[config.mk]
export PLATFORM = sky130hd
export DESIGN_NAME = pc_trace_buffer
export DESIGN_NICKNAME = d
export VERILOG_FILES = /design/src/rtl/pc_trace_buffer.sv
export SDC_FILE = /design/constraint.sdc
export NUM_CORES = 1
export LEC_CHECK = 0
export BUFFER_PORTS_ARGS = -buffer_cell sky130_fd_sc_hd__buf_2
export CORE_MARGIN = 10
export CORE_UTILIZATION = 55
export DETAILED_ROUTE_END_ITERATION = 8
export PLACE_DENSITY_LB_ADDON = 0.15
export SYNTH_ARGS = -nofsm -noshare
export SYNTH_HDL_FRONTEND = slang
export SYNTH_SLANG_ARGS = --single-unit
[constraint.sdc]
create_clock -name clk -period 21.6 [get_ports clk]
set_input_delay 1.08 -clock clk [delete_from_list [all_inputs] [get_ports clk]]
set_output_delay 1.08 -clock clk [all_outputs]
set_load 0.03 [all_outputs]
[src/rtl/pc_trace_buffer.sv]
// Instruction trace recorder: captures {PC, IR} of retired instructions into a
// circular buffer, optionally freezes after a PC-match trigger, then drains.
module pc_trace_buffer #(
  parameter int unsigned DEPTH = 16,
  parameter int unsigned PC_W  = 32,
  parameter int unsigned IR_W  = 32,
  parameter int unsigned CNT_W = 8
) (
  input  logic                     clk,
  input  logic                     rst,
  input  logic                     cap_valid,
  input  logic [PC_W-1:0]          cap_pc,
  input  logic [IR_W-1:0]          cap_ir,
  input  logic                     mode,
  input  logic                     trig_en,
  input  logic [PC_W-1:0]          trig_pc,
  input  logic [CNT_W-1:0]         post_cnt,
  input  logic                     arm,
  input  logic                     rd_ready,
  output logic                     rd_valid,
  output logic [PC_W-1:0]          rd_pc,
  output logic [IR_W-1:0]          rd_ir,
  output logic [$clog2(DEPTH):0]   count,
  output logic [1:0]               state,
  output logic                     overflow
);

  localparam int unsigned AW = $clog2(DEPTH);
  localparam logic [AW:0] FULL    = (AW+1)'(DEPTH);
  localparam logic [AW:0] FULL_M1 = (AW+1)'(DEPTH - 1);

  typedef enum logic [1:0] {
    S_IDLE   = 2'b00,
    S_ARMED  = 2'b01,
    S_TRIG   = 2'b10,
    S_FROZEN = 2'b11
  } state_e;

  state_e            state_q, state_d;
  logic [AW-1:0]     wr_ptr_q, wr_ptr_d;
  logic [AW-1:0]     rd_ptr_q, rd_ptr_d;
  logic [AW:0]       count_q, count_d;
  logic [CNT_W-1:0]  rem_q, rem_d;
  logic              ovf_q, ovf_d;
  logic              mem_we;
  logic              capturing;
  logic              full;
  logic              pop;

  logic [PC_W+IR_W-1:0] mem_q [DEPTH];

  assign capturing = ((state_q == S_ARMED) || (state_q == S_TRIG)) && cap_valid && !arm;
  assign full      = (count_q == FULL);
  assign rd_valid  = (state_q == S_FROZEN) && (count_q != '0);
  assign pop       = rd_valid && rd_ready;

  always_comb begin
    state_d  = state_q;
    wr_ptr_d = wr_ptr_q;
    rd_ptr_d = rd_ptr_q;
    count_d  = count_q;
    rem_d    = rem_q;
    ovf_d    = ovf_q;
    mem_we   = 1'b0;
    if (arm) begin
      state_d  = S_ARMED;
      wr_ptr_d = '0;
      rd_ptr_d = '0;
      count_d  = '0;
      ovf_d    = 1'b0;
    end else if (capturing) begin
      if (full && !mode) begin
        // Only reachable if mode flips to 0 while already full: entry is dropped.
        ovf_d = 1'b1;
      end else begin
        mem_we   = 1'b1;
        wr_ptr_d = wr_ptr_q + 1'b1;
        if (full) begin
          rd_ptr_d = rd_ptr_q + 1'b1;
          ovf_d    = 1'b1;
        end else begin
          count_d = count_q + 1'b1;
        end
        if ((state_q == S_ARMED) && trig_en && (cap_pc == trig_pc)) begin
          rem_d   = post_cnt;
          state_d = (post_cnt == '0) ? S_FROZEN : S_TRIG;
        end else if (state_q == S_TRIG) begin
          rem_d = rem_q - 1'b1;
          if (rem_q == CNT_W'(1)) state_d = S_FROZEN;
        end
        if (!mode && (count_q == FULL_M1)) state_d = S_FROZEN;
      end
    end else if (pop) begin
      rd_ptr_d = rd_ptr_q + 1'b1;
      count_d  = count_q - 1'b1;
    end
  end

  always_ff @(posedge clk or negedge rst) begin
    if (!rst) begin
      state_q  <= S_IDLE;
      wr_ptr_q <= '0;
      rd_ptr_q <= '0;
      count_q  <= '0;
      rem_q    <= '0;
      ovf_q    <= 1'b0;
    end else begin
      state_q  <= state_d;
      wr_ptr_q <= wr_ptr_d;
      rd_ptr_q <= rd_ptr_d;
      count_q  <= count_d;
      rem_q    <= rem_d;
      ovf_q    <= ovf_d;
    end
  end

  always_ff @(posedge clk) begin
    if (mem_we) mem_q[wr_ptr_q] <= {cap_pc, cap_ir};
  end

  assign rd_pc    = rd_valid ? mem_q[rd_ptr_q][PC_W+IR_W-1:IR_W] : '0;
  assign rd_ir    = rd_valid ? mem_q[rd_ptr_q][IR_W-1:0] : '0;
  assign count    = count_q;
  assign state    = state_q;
  assign overflow = ovf_q;

endmodule

Word level (Yosys, flattened, before mapping) --
Memories as Yosys holds them, arrays and structs flattened. Index checks and enable logic that the tools add are counted.
Word-level totals: flip-flop bits (word level) 24, bits in writable memories 1024, input port bits 111, output and inout port bits 73, logic and storage cells 84, memories kept 1
Memories:
- mem_q | words 16, bits a word 64, rd ports 1, clocked after memory_dff 0, wr ports 1, line 50 | logic [PC_W+IR_W-1:0] mem_q [DEPTH];
Operators by class: add/sub/neg operators 5, eq/ne operators 11, mux-type cells 34, bitwise gates (word level) 2, reductions and logical operators 25
Operators with widths (number):
- 32-bit 2-to-1 mux | 2
- 32-bit == test | 1
- 4-bit 2-to-1 mux | 8
- 5-bit 2-to-1 mux | 5
- 8-bit 2-to-1 mux | 2
- 2-bit 2-to-1 mux | 7
- 1-bit 2-to-1 mux | 10
- 4-bit by 1-bit adder with 4-bit output, second input constant | 2
- 8-bit by 1-bit == test with 1-bit output, second input constant | 1
- 1-bit logical AND | 8
- 8-bit zero test | 1
- 4-bit AND reduction | 2
- 4-bit nonzero test | 2
- 8-bit by 1-bit subtractor with 8-bit output, second input constant | 1
- 3-bit != test, second input constant | 2
- 3-bit AND reduction | 2
- 3-bit nonzero test | 2
- 5-bit by 1-bit adder with 5-bit output, second input constant | 1
- 5-bit by 4-bit == test with 1-bit output, second input constant | 1
- 5-bit == test, second input constant | 1
- 5-bit nonzero test | 1
- 5-bit by 1-bit subtractor with 5-bit output, second input constant | 1
- 2-bit == test, second input constant | 2
- 2-bit AND reduction | 2
- 7 further kinds | 10

Logic depth before layout (Yosys ltp) --
Gate-level depths: netlist (run 1).
depth after elaboration 8, depth in mapped cells 11, mapped depth without buffers 11

Worst setup path after synthesis (run 1) --
No wires, ideal clock.
kind input port to flip-flop, from input port cap_valid, to memory mem_q[11][0] in the netlist's numbering, enable pin, setup time 0.578 ns, arrival 6.737 ns, data required time 21.022 ns, slack 14.285 ns, cell stages on the path 5, buffers on the path 0, cells stage by stage nor2b_1 > o21a_1 > nand2_1 > or2_2 > nor3b_1
Between the ends: longest elaborated chain between the ends 6
RTL lines:
- start: declaration | line 11 | input logic cap_valid,
- 1-bit logical AND (2 in series) | line 52 | assign capturing = ((state_q == S_ARMED) || (state_q == S_TRIG)) && cap_valid && !arm;
- 1-bit 2-to-1 mux | line 71 | end else if (capturing) begin
- 1-bit 2-to-1 mux | line 65 | if (arm) begin
- 1-bit 2-to-1 mux | line 118 | if (mem_we) mem_q[wr_ptr_q] <= {cap_pc, cap_ir};
- 1-bit 2-to-1 mux (implied by the code) | line 118
- end: declaration | line 50
Every way passes these cells.

Worst setup path in the final report (run 1) --
from register rd_ptr_q[0], to output port rd_ir[28]
Between the ends: longest elaborated chain between the ends 2
RTL lines:
- start: declaration | line 41 | logic [AW-1:0] rd_ptr_q, rd_ptr_d;
- start signal: assignment | line 110 | rd_ptr_q <= rd_ptr_d;
- memory read 16 x 64 bit
- 32-bit 2-to-1 mux | line 122 | assign rd_ir = rd_valid ? mem_q[rd_ptr_q][IR_W-1:0] : '0;
- end: declaration | line 22 | output logic [IR_W-1:0] rd_ir,
Every way passes these cells.

==> results of run 1 <==
[layout by cell type, fill, tap and decap left out, types with 17 or more instances in the layout]
cell | Yosys | final
sky130_fd_sc_hd__mux4_2 | 320 | 320
sky130_fd_sc_hd__and2_1 | 64 | 64
sky130_fd_sc_hd__clkinv_2 | 0 | 18
sky130_fd_sc_hd__clkinv_1 | 0 | 21
sky130_fd_sc_hd__inv_1 | 17 | 17
sky130_fd_sc_hd__buf_2 | 29 | 183
sky130_fd_sc_hd__xor2_1 | 33 | 33
sky130_fd_sc_hd__clkbuf_1 | 50 | 22
sky130_fd_sc_hd__dfrtp_1 | 24 | 20
sky130_fd_sc_hd__nor2_1 | 23 | 22
sky130_fd_sc_hd__buf_4 | 4 | 32
sky130_fd_sc_hd__nand2_1 | 20 | 20
sky130_fd_sc_hd__edfxtp_1 | 1024 | 1024
sky130_fd_sc_hd__clkbuf_16 | 0 | 109
[layout make-up]
| class | instances | area, um2 |
|---|---|---|
| timing repair buffer | 216 | 1180 |
| multi-input combinational | 577 | 9130 |
| clock inverter | 65 | 728 |
| antenna | 2 | 5.00 |
| fill | 4884 | 26900 |
| clock buffer | 131 | 2810 |
| tap | 959 | 1200 |
| sequential | 1048 | 31400 |
| inverter | 17 | 63.8 |
[cell families (layout without fill, tap and decap cells)]
family / Yosys count / in the layout / synth area share
AO/OA/AOI/OAI: 32 / 32 / 0.00609
XOR/XNOR: 40 / 40 / 0.00858
adder cells (fa/ha/maj): 15 / 15 / 0.00478
buffers and inverters: 104 / 429 / 0.0115
flip-flops: 1048 / 1048 / 0.767
multiplexers: 332 / 332 / 0.179
other: 0 / 2 / 0
AND/OR/NAND/NOR: 158 / 158 / 0.0223
[metal layers]
metal	GRT usage	vias to the layer above	wire (um)
li1	-	7834	-
met1	0.303	10300	37800
met2	0.367	661	48100
met3	0.0396	154	5880
met4	0.0644	12	2420
met5	0	-	72
[final timing paths]
kind,end,cells after the start,from,slack (ns)
worst max-delay path,rd_ir[28],6,rd_ptr_q[0],15.86
worst min-delay path,rem_q[4],1,rst,0.41
worst max register to register,mem_q[2][34],8,state[0],17.19
worst min register to register,overflow,2,overflow,0.51
max in group asynchronous,rd_ptr_q[0],1,rst,20.76
min in group clk,overflow,2,overflow,0.51
[critical path, delay by kind of cell, from the launching register on]
family	cells	cell delay [ns]
flops	1	0.81
simple gates	1	0.24
buf+inv	3	1.71
mux	2	1.07
[through the flow]
stage	cell area (um2)	cells	hold slack [ns]
finish	46500	3015	0.409
global route	46500	3014	0.426
CTS	46500	3013	0.393
detailed placement	42900	2817	0.488
global placement	42900	2817	0.478
floorplan	40900	1729	0.462
[power breakdown]
| part | leakage (nW) | total, mW | internal (mW) | switching, mW |
|---|---|---|---|---|
| clock | 1.71 | 1.86 | 1.11 | 0.744 |
| sequential | 9.51 | 2.29 | 2.26 | 0.0299 |
| combinational | 3.57 | 0.746 | 0.360 | 0.386 |
[state kept, by name, summed over array words and instances (netlist names)]
| signal | count |
|---|---|
| count | 5 |
| state | 2 |
| mem_q | 1024 |
| overflow | 1 |
| rd_ptr_q | 4 |
| wr_ptr_q | 4 |
| rem_q | 8 |
==> metrics.txt, run 1 <==
outcome completed; total CTS buffers 105; Critical Path Sink Type output port; port buffer count ~180; Max Fclk ~0.17 GHz; total half-perimeter wirelength after legalization and detailed placement 48800 um; Max H-tree Level 3; overall routing resource usage 0.222; most common cell in the netlist sky130_fd_sc_hd__edfxtp_1; die height around 290 um; cell with the biggest individual delay on the critical path sky130_fd_sc_hd__dfrtp_4; sort of element at the start of the critical path flip-flop; Clk pin slew, worst setup/hold paths 0.06 ns; number of vias per cell about 6.3; maximum resistive drop on vdd 0.0677 mV; final setup violation count 0; Syn Area/Cell ~24 um2; Die ar. between 80000 and 90000 um2; maximum root-to-sink buffer count 3; max-slew headroom at the worst pin 0.0805; placeable core region between 70000 and 80000 um2; routability congestion estimate around 0.76; Avg WL per Cell around 31 um; count of flip-flops with a built-in enable after synthesis around 1000; largest fanout on the critical path about 110; Starting DRT DRC Count between 1500 and 2000; count of mapped cells out of synthesis about 1700; part of the cycle the worst path needs 0.266; total power of the final layout approximately 4.9 mW; number of top-level design ports 184; list of most frequent post-synthesis cells 1024 x sky130_fd_sc_hd__edfxtp_1, 320 x sky130_fd_sc_hd__mux4_2, 64 x sky130_fd_sc_hd__and2_1, 50 x sky130_fd_sc_hd__clkbuf_1, 33 x sky130_fd_sc_hd__xor2_1; unrepaired setup endpoints after global routing no; required time of the critical path just over 20 ns; number of setup buffers added after CTS 0; fraction of registers with async set or reset after synthesis 0.0229; Setup CP Type flip-flop to output port; Seq/Total Area, Yosys 0.767; 1st-pass router iterations 5; slew at the pin closest to its max-slew limit ~1.4 ns; Hold Vio Cnt, Final 0; number of synthesized register bits around 1000; Root Buffer sky130_fd_sc_hd__clkbuf_16; initial cell density of the core 0.557; Slew Viols, Final 0; remaining global-route overflow 0; prevailing post-synth register cell sky130_fd_sc_hd__edfxtp_1; layout net count between 2000 and 2500; vias in the first global route 19800; standard-cell rows between 90 and 100; yosys synthesis warning count 0; CP most frequent cell sky130_fd_sc_hd__mux4_2; global-route wire length before repair around 140000 um; worst endpoint data arrival time around 4.7 ns; area added between synthesis and finish 13.8%; pre-CTS WS 16.41 ns; library cell occupying the most area in the post-synthesis netlist sky130_fd_sc_hd__edfxtp_1; Mapped Area 40900 um2; worst min-delay path class primary input to asynchronous set/reset pin; leakage ~15 nW; sum of negative setup slack 0 ns; post-route core utilization 0.634; number of antenna violations at the first check in global routing 13; top post-synthesis cells by area sky130_fd_sc_hd__edfxtp_1 75%, sky130_fd_sc_hd__mux4_2 18%, sky130_fd_sc_hd__dfrtp_1 1.5%; total power per unit cell area around 110 nW/um2; number of vias after detailed routing 18900; ordered cell list for the critical path buf_4 -> buf_12 -> mux4_2 -> mux4_2 -> and2_1 -> buf_2; Tmin final 5.74 ns; CTS tree yes; residual DRC count 0; Clock Latency Late Sink 0.65 ns; share of the synthesized area in the top cell type 0.753; detailed-route wire length 94300 um; Worst Setup Slack, final approximately 16 ns; count of different cell masters after synthesis between 40 and 50; largest stage delay on the critical path roughly 0.8 ns; fraction of final layout cells with drive strength greater than 1 0.350; # resized after CTS 0; Num Clock Sinks roughly 1000; synthesized net count about 1900; Detail Route Antenna Nets 0; CTS Hold Bufs 0; Worst Skew 0.0208 ns; DIE WIDTH 293 um; maximum number of pins on one net before global-route repair 110; # Max-Cap Violations 0
Note: power is estimated with default switching activity, not from simulation.
==> inputs of run 2 (changes only) <==
- ABC_AREA: not set -> 1
- clock period: 21.6 -> 5.9 ns (I/O delays scaled with it)
==> metrics.txt, run 2 <==
fraction of registers with async set or reset after synthesis 0.0229 (unchanged); required time of the critical path 5.61 ns (was 20.52 ns); prevailing post-synth register cell sky130_fd_sc_hd__edfxtp_1 (unchanged); 1st-pass router iterations 5 (unchanged); maximum resistive drop on vdd 0.315 mV (was 0.0677 mV); Hold Vio Cnt, Final 0 (unchanged); standard-cell rows 101 (was 99); Num Clock Sinks 1048 (unchanged); die height 298 um (was 293 um); Max Fclk 0.228 GHz; detailed-route wire length 113000 um (was 94300 um); DIE WIDTH 298 um (was 293 um); Avg WL per Cell 25.0 um (was 31.3 um); Clock Latency Late Sink 0.65 ns (about the same); share of the synthesized area in the top cell type 0.725 (was 0.753); Sequential Area 31400 um2 (unchanged); Starting DRT DRC Count 2938 (was 1895); number of setup buffers added after CTS 0 (unchanged); start of the worst register-to-register path state[0] (unchanged); cell with the biggest individual delay on the critical path sky130_fd_sc_hd__dfrtp_4 (unchanged); maximum number of pins on one net before global-route repair 248 (was 110); Detail Route Antenna Nets 0 (unchanged); fillcell total 5647 (was 4884); sort of element at the start of the critical path flip-flop (unchanged); fraction of final layout cells with drive strength greater than 1 0.115 (was 0.350); Die ar. 88700 um2 (was 85600 um2); yosys synthesis warning count 0 (unchanged); library cell occupying the most area in the post-synthesis netlist sky130_fd_sc_hd__edfxtp_1 (unchanged); routability congestion estimate 0.894 (was 0.757); list of most frequent post-synthesis cells 1024 x sky130_fd_sc_hd__edfxtp_1, 598 x sky130_fd_sc_hd__nor2_1, 515 x sky130_fd_sc_hd__o21ai_0, 222 x sky130_fd_sc_hd__nand2_1, 177 x sky130_fd_sc_hd__o221ai_1 (was 1024 x sky130_fd_sc_hd__edfxtp_1, 320 x sky130_fd_sc_hd__mux4_2, 64 x sky130_fd_sc_hd__and2_1, 50 x sky130_fd_sc_hd__clkbuf_1, 33 x sky130_fd_sc_hd__xor2_1); Post-Layout Cell Count 4523 (was 3015); count of mapped cells out of synthesis 3272 (was 1729); DP Area 44300 um2 (was 42900 um2); number of vias per cell 6.23 (was 6.28); most common cell in the netlist sky130_fd_sc_hd__edfxtp_1 (unchanged); Slew Viols, Final 0 (unchanged); number of antenna violations at the first check in global routing 1 (was 13); post-route core utilization 0.627 (was 0.634); ordered cell list for the critical path buf_4 -> o21ai_0 -> o221ai_1 -> o211ai_1 -> a21oi_1 -> buf_2 (was buf_4 -> buf_12 -> mux4_2 -> mux4_2 -> and2_1 -> buf_2); register containing the most flip-flops in the final layout mem_q (unchanged); CTS tree yes (unchanged); Worst Reg2Reg Path Length in Cells 10 (was 8); count of different cell masters after synthesis 37 (was 49); multi-input combinational cell area 9790 um2 (was 9130 um2); leading cell types in the layout, fill and taps excluded 1024 x sky130_fd_sc_hd__edfxtp_1, 582 x sky130_fd_sc_hd__nor2_1, 515 x sky130_fd_sc_hd__o21ai_0, 222 x sky130_fd_sc_hd__nand2_1, 183 x sky130_fd_sc_hd__buf_2 (was 1024 x sky130_fd_sc_hd__edfxtp_1, 320 x sky130_fd_sc_hd__mux4_2, 183 x sky130_fd_sc_hd__buf_2, 109 x sky130_fd_sc_hd__clkbuf_16, 64 x sky130_fd_sc_hd__and2_1); Clk pin slew, worst setup/hold paths 0.06 ns (about the same); Mapped Area 42400 um2 (was 40900 um2); logic depth of the worst path, buffers included 6 (unchanged); largest fanout on the critical path 87 (was 109); worst endpoint data arrival time 4.10 ns (was 4.66 ns); startpoint of the most critical setup path rd_ptr_q[1] (was rd_ptr_q[0]); Tmin final roughly 4.4 ns; gate family responsible for the most delay along the worst path buffers and inverters (unchanged); Root Buffer sky130_fd_sc_hd__clkbuf_16 (unchanged); max-slew headroom at the worst pin 0.169 (was 0.0805); vias in the first global route 27800 (was 19800); residual DRC count 0 (unchanged); post-layout instance area 47800 um2 (was 46500 um2); synthesized net count 3398 (was 1855); critical path buffer and inverter count 2 (was 3); worst min-delay path class primary input to flip-flop (was primary input to asynchronous set/reset pin); count of flip-flops with a built-in enable after synthesis 1024 (unchanged); leading cell type in the layout, fill and taps excluded sky130_fd_sc_hd__edfxtp_1 (unchanged); layout net count 3545 (was 2091); Setup CP Type flip-flop to output port (unchanged); area added between synthesis and finish 12.6% (was 13.8%); global-route wire length before repair 170000 um (was 138000 um); number of synthesized register bits 1048 (unchanged); remaining global-route overflow 0 (unchanged); endpoint of the worst register-to-register path mem_q[6][51] (was mem_q[2][34]); slew at the pin closest to its max-slew limit 1.25 ns (was 1.37 ns); max FFs per register 1024 (unchanged); # resized after CTS 0 (unchanged); total half-perimeter wirelength after legalization and detailed placement 58500 um (was 48800 um); Max H-tree Level 3 (unchanged); Critical Path Sink Type output port (unchanged); number of placed cells counting well taps 4310 (was 2817); Syn Area/Cell 13.0 um2 (was 23.6 um2); top post-synthesis cells by area sky130_fd_sc_hd__edfxtp_1 72%, sky130_fd_sc_hd__o21ai_0 6.1%, sky130_fd_sc_hd__nor2_1 5.3% (was sky130_fd_sc_hd__edfxtp_1 75%, sky130_fd_sc_hd__mux4_2 18%, sky130_fd_sc_hd__dfrtp_1 1.5%); port buffer count 183 (unchanged); overall routing resource usage 0.248 (was 0.222); final setup violation count 0 (unchanged); worst slack on hold paths 0.0264 ns (was 0.409 ns); total power per unit cell area 391 nW/um2 (was 105 nW/um2); Worst Skew 0.0216 ns (was 0.0208 ns); part of the cycle the worst path needs 0.745; placeable core region 76200 um2 (was 73300 um2); Seq/Total Area, Yosys 0.739 (was 0.767); number of vias after detailed routing 28200 (was 18900); number of top-level design ports 184 (unchanged); outcome completed (unchanged); unrepaired setup endpoints after global routing no (unchanged); r2r setup slk 2.32 ns (was 17.19 ns); total CTS buffers 104 (was 105); largest stage delay on the critical path 0.92 ns (was 0.81 ns); # Max-Cap Violations 0 (unchanged); sum of negative setup slack 0 ns (unchanged); initial cell density of the core 0.557 (about the same); maximum root-to-sink buffer count 3 (unchanged); leakage 16.0 nW (was 14.8 nW); destination of the critical timing path rd_pc[5] (was rd_ir[28])
-- run 2: worst min path at each step --
stage / from / to / cells after the start / slack [ns]
2_1_floorplan: rst / count[0] / 0 / -0.0006
4_1_cts: cap_pc[6] / mem_q[8][38] / 1 / 0.002
6_report: cap_ir[25] / mem_q[3][25] / 1 / 0.03
5_1_grt: cap_ir[16] / mem_q[0][16] / 1 / 0.03
3_5_place_dp: rst / count[0] / 1 / 0.34
3_3_place_gp: rst / count[0] / 1 / 0.34
-- run 2: where the power goes --
part / switching, mW / internal (mW) / total [mW]
Sequential: 0.181 / 8.34 / 8.52
Combinational: 2.85 / 1.09 / 3.94
Clock: 2.65 / 3.58 / 6.23
Total: 5.68 / 13.0 / 18.7
-- run 2: per-stage QoR --
step / total power, mW / setup WS, ns
global placement: 12.4 / 2.19
CTS: 18.7 / 1.54
global route: 19.5 / 1.31
finish: 18.7 / 1.51
floorplan: 11.3 / 1.06
detailed placement: 12.6 / 2.23
-- run 2: metal layers --
metal	vias to the layer above	track usage	part of all wire
li1	12500	-	-
met1	14100	0.337	0.40
met2	1324	0.404	0.48
met3	188	0.0439	0.087
met4	0	0.0801	0.027
met5	-	0	0
-- run 2: cells by family (layout without fill, tap and decap cells) --
family,count (synthesis),count (layout),synth area share
buf+inv,330,550,0.0335
fa+ha+maj,15,15,0.00460
xor+xnor,14,14,0.00307
flops,1048,1048,0.739
simple gates,930,930,0.0867
other cells,0,1,0
compound gates,935,935,0.133
-- run 2: layout make-up --
| type | instances | share of cell area |
|---|---|---|
| timing repair buffer | 260 | 0.0361 |
| sequential | 1048 | 0.657 |
| tap | 1030 | 0.0270 |
| clock buffer | 135 | 0.0578 |
| antenna | 1 | 0.0000524 |
| multi-input combinational | 1894 | 0.205 |
| clock inverter | 44 | 0.00849 |
| inverter | 111 | 0.00919 |
-- run 2: what timing repair did --
| action | in CTS | in global routing |
|---|---|---|
| hold buffers | 33 | 0 |
| endpoints found under the setup margin | 0 | 0 |
| hold endpoints to repair | 330 | 0 |
==> inputs of run 3 (changes only) <==
- clock period: 5.9 -> 4.2 ns (I/O delays scaled with it)
==> metrics.txt, run 3 (synthesis results as in run 2) <==
sequential share of power 0.440 (was 0.456); number of vias after detailed routing 28200 (about the same); post-route core utilization 0.637 (was 0.627); power share of the combinational group 0.221 (was 0.211); Antenna Cells 0 (was 1); initial cell density of the core 0.557 (unchanged); Setup CP Type flip-flop to output port (unchanged); number of top-level design ports 184 (unchanged); outcome completed (unchanged); leading cell types in the layout, fill and taps excluded 1024 x sky130_fd_sc_hd__edfxtp_1, 582 x sky130_fd_sc_hd__nor2_1, 515 x sky130_fd_sc_hd__o21ai_0, 222 x sky130_fd_sc_hd__nand2_1, 183 x sky130_fd_sc_hd__buf_2 (unchanged); required time of the critical path 3.99 ns (was 5.61 ns); maximum resistive drop on vdd 0.545 mV (was 0.315 mV); Avg WL per Cell 24.6 um (was 25.0 um); critical path buffer and inverter count 3 (was 2); r2r setup slk 0.87 ns (was 2.32 ns); cell with the biggest individual delay on the critical path sky130_fd_sc_hd__dfrtp_4 (unchanged); Clk network pwr share 0.339 (was 0.333); area added between synthesis and finish 14.5% (was 12.6%); register containing the most flip-flops in the final layout mem_q (unchanged); port buffer count 183 (unchanged); Worst Skew 0.0230 ns (was 0.0216 ns); Tmin final 3.63 ns; switching power total 8.25 mW (was 5.68 mW); largest fanout on the critical path 33 (was 87); residual DRC count 0 (unchanged); Post-Layout Cell Count 4587 (was 4523); vias in the first global route 28200 (was 27800); Root Buffer sky130_fd_sc_hd__clkbuf_16 (unchanged); leakage 16.4 nW (was 16.0 nW); total power per unit cell area 554 nW/um2 (was 391 nW/um2); Num Clock Sinks 1048 (unchanged); max-slew headroom at the worst pin 0.342 (was 0.169); unrepaired setup endpoints after global routing no (unchanged); overall routing resource usage 0.248 (about the same); Die ar. 88700 um2 (unchanged); Hold Vio Cnt, Final 0 (unchanged); gate family responsible for the most delay along the worst path buffers and inverters (unchanged); number of antenna violations at the first check in global routing 1 (unchanged); Starting DRT DRC Count 2949 (was 2938); part of the cycle the worst path needs 0.863; Slew Viols, Final 0 (unchanged); total half-perimeter wirelength after legalization and detailed placement 61000 um (was 58500 um); global-route wire length before repair 171000 um (was 170000 um); Sw Ratio 0.307 (was 0.304); ordered cell list for the critical path clkinv_2 -> buf_4 -> o221ai_1 -> nand3_1 -> a21oi_1 -> buf_2 (was buf_4 -> o21ai_0 -> o221ai_1 -> o211ai_1 -> a21oi_1 -> buf_2); largest stage delay on the critical path 0.72 ns (was 0.92 ns); number of placed cells counting well taps 4327 (was 4310); placeable core region 76200 um2 (unchanged); 1st-pass router iterations 5 (unchanged); Clk pin slew, worst setup/hold paths 0.06 ns (about the same); slew at the pin closest to its max-slew limit 0.986 ns (was 1.25 ns); leading cell type in the layout, fill and taps excluded sky130_fd_sc_hd__edfxtp_1 (unchanged); Max H-tree Level 3 (unchanged); maximum root-to-sink buffer count 3 (unchanged); max FFs per register 1024 (unchanged); die height 298 um (unchanged); Detail Route Antenna Nets 0 (unchanged); # Max-Cap Violations 0 (unchanged); cell internal power dissipation 18.7 mW (was 13.0 mW); sum of negative setup slack 0 ns (unchanged); layout net count 3597 (was 3545); maximum number of pins on one net before global-route repair 176 (was 248); remaining global-route overflow 0 (unchanged); sort of element at the start of the critical path flip-flop (unchanged); routability congestion estimate 0.947 (was 0.894); Clock Latency Late Sink 0.66 ns (was 0.65 ns); total CTS buffers 104 (unchanged); fraction of final layout cells with drive strength greater than 1 0.121 (was 0.115); number of setup buffers added after CTS 0 (unchanged); standard-cell rows 101 (unchanged); worst endpoint data arrival time 3.42 ns (was 4.10 ns); final setup violation count 0 (unchanged); CTS tree yes (unchanged); Max Fclk approximately 0.28 GHz; total power of the final layout 26.9 mW (was 18.7 mW); DIE WIDTH 298 um (unchanged); Critical Path Sink Type output port (unchanged); number of vias per cell 6.14 (was 6.23); detailed-route wire length 113000 um (about the same); worst min-delay path class primary input to flip-flop (unchanged)
==> run 3: changes by cell type in the layout (fill, tap and decap cells not counted), moves of 5 or more <==
cell	before	now
sky130_fd_sc_hd__buf_12	12	24
sky130_fd_sc_hd__buf_4	32	37
sky130_fd_sc_hd__clkinv_1	18	23
sky130_fd_sc_hd__dlygate4sd3_1	33	68
==> run 3: worst paths after layout <==
kind                              from  cells after the start            end
setup / recovery           rd_ptr_q[2]                      6      rd_ir[13]
hold / removal              cap_pc[26]                      1  mem_q[11][58]
setup reg to reg              state[0]                     10  mem_q[10][28]
hold reg to reg               overflow                      2       overflow
max in group asynchronous          rst                      2    rd_ptr_q[3]
min in group asynchronous          rst                      2       count[4]
==> run 3: repair_timing <==
action,4_1_cts,5_1_grt
resized for setup,0,0
hold endpoints to repair,887,0
hold buffers,68,0
==> run 3: per-stage QoR <==
stage / setup slack (ns) / cell area (um2) / hold slack, ns
CTS: 0.545 / 48600 / 0.00796
global placement: 0.943 / 44600 / 0.243
global route: 0.417 / 48600 / 0.0341
detailed placement: 0.864 / 44600 / 0.242
floorplan: -0.638 / 42400 / -0.0856
finish: 0.573 / 48600 / 0.0359
==> run 3: per-layer routing <==
layer	vias to the layer above	part of all wire	track usage
met1	14000	0.42	0.349
met5	-	0	0
met3	169	0.089	0.0434
met4	0	0.023	0.0746
li1	12600	-	-
met2	1326	0.47	0.394
==> run 3: cell type report <==
type / count / area (um2)
clock inverter: 61 / 598
timing repair buffer: 312 / 2350
sequential: 1048 / 31400
inverter: 111 / 437
multi-input combinational: 1894 / 9790
fill: 5647 / 27600
tap: 1030 / 1290
clock buffer: 131 / 2750
==> run 3: power groups by stage <==
stage	sequential, mW	clock [mW]	combinational [mW]
after detailed placement	12.1	0	5.83
after global placement	12.1	0	5.68
after floorplan	12.1	0	3.86
after CTS	11.8	9.25	5.91
final	11.8	9.14	5.94
after global routing	11.9	9.70	6.49
==> run 3: worst register-to-register path, cell delays in order (launching register included) <==
cell	delay (ns)
sky130_fd_sc_hd__dfrtp_1	0.40
sky130_fd_sc_hd__inv_1	0.09
sky130_fd_sc_hd__ha_1	0.31
sky130_fd_sc_hd__inv_1	0.07
sky130_fd_sc_hd__nand3_1	0.28
sky130_fd_sc_hd__inv_1	0.16
sky130_fd_sc_hd__nand2_1	0.12
sky130_fd_sc_hd__inv_2	0.19
sky130_fd_sc_hd__nand2_1	0.30
sky130_fd_sc_hd__nor2_4	0.61
sky130_fd_sc_hd__buf_4	0.46
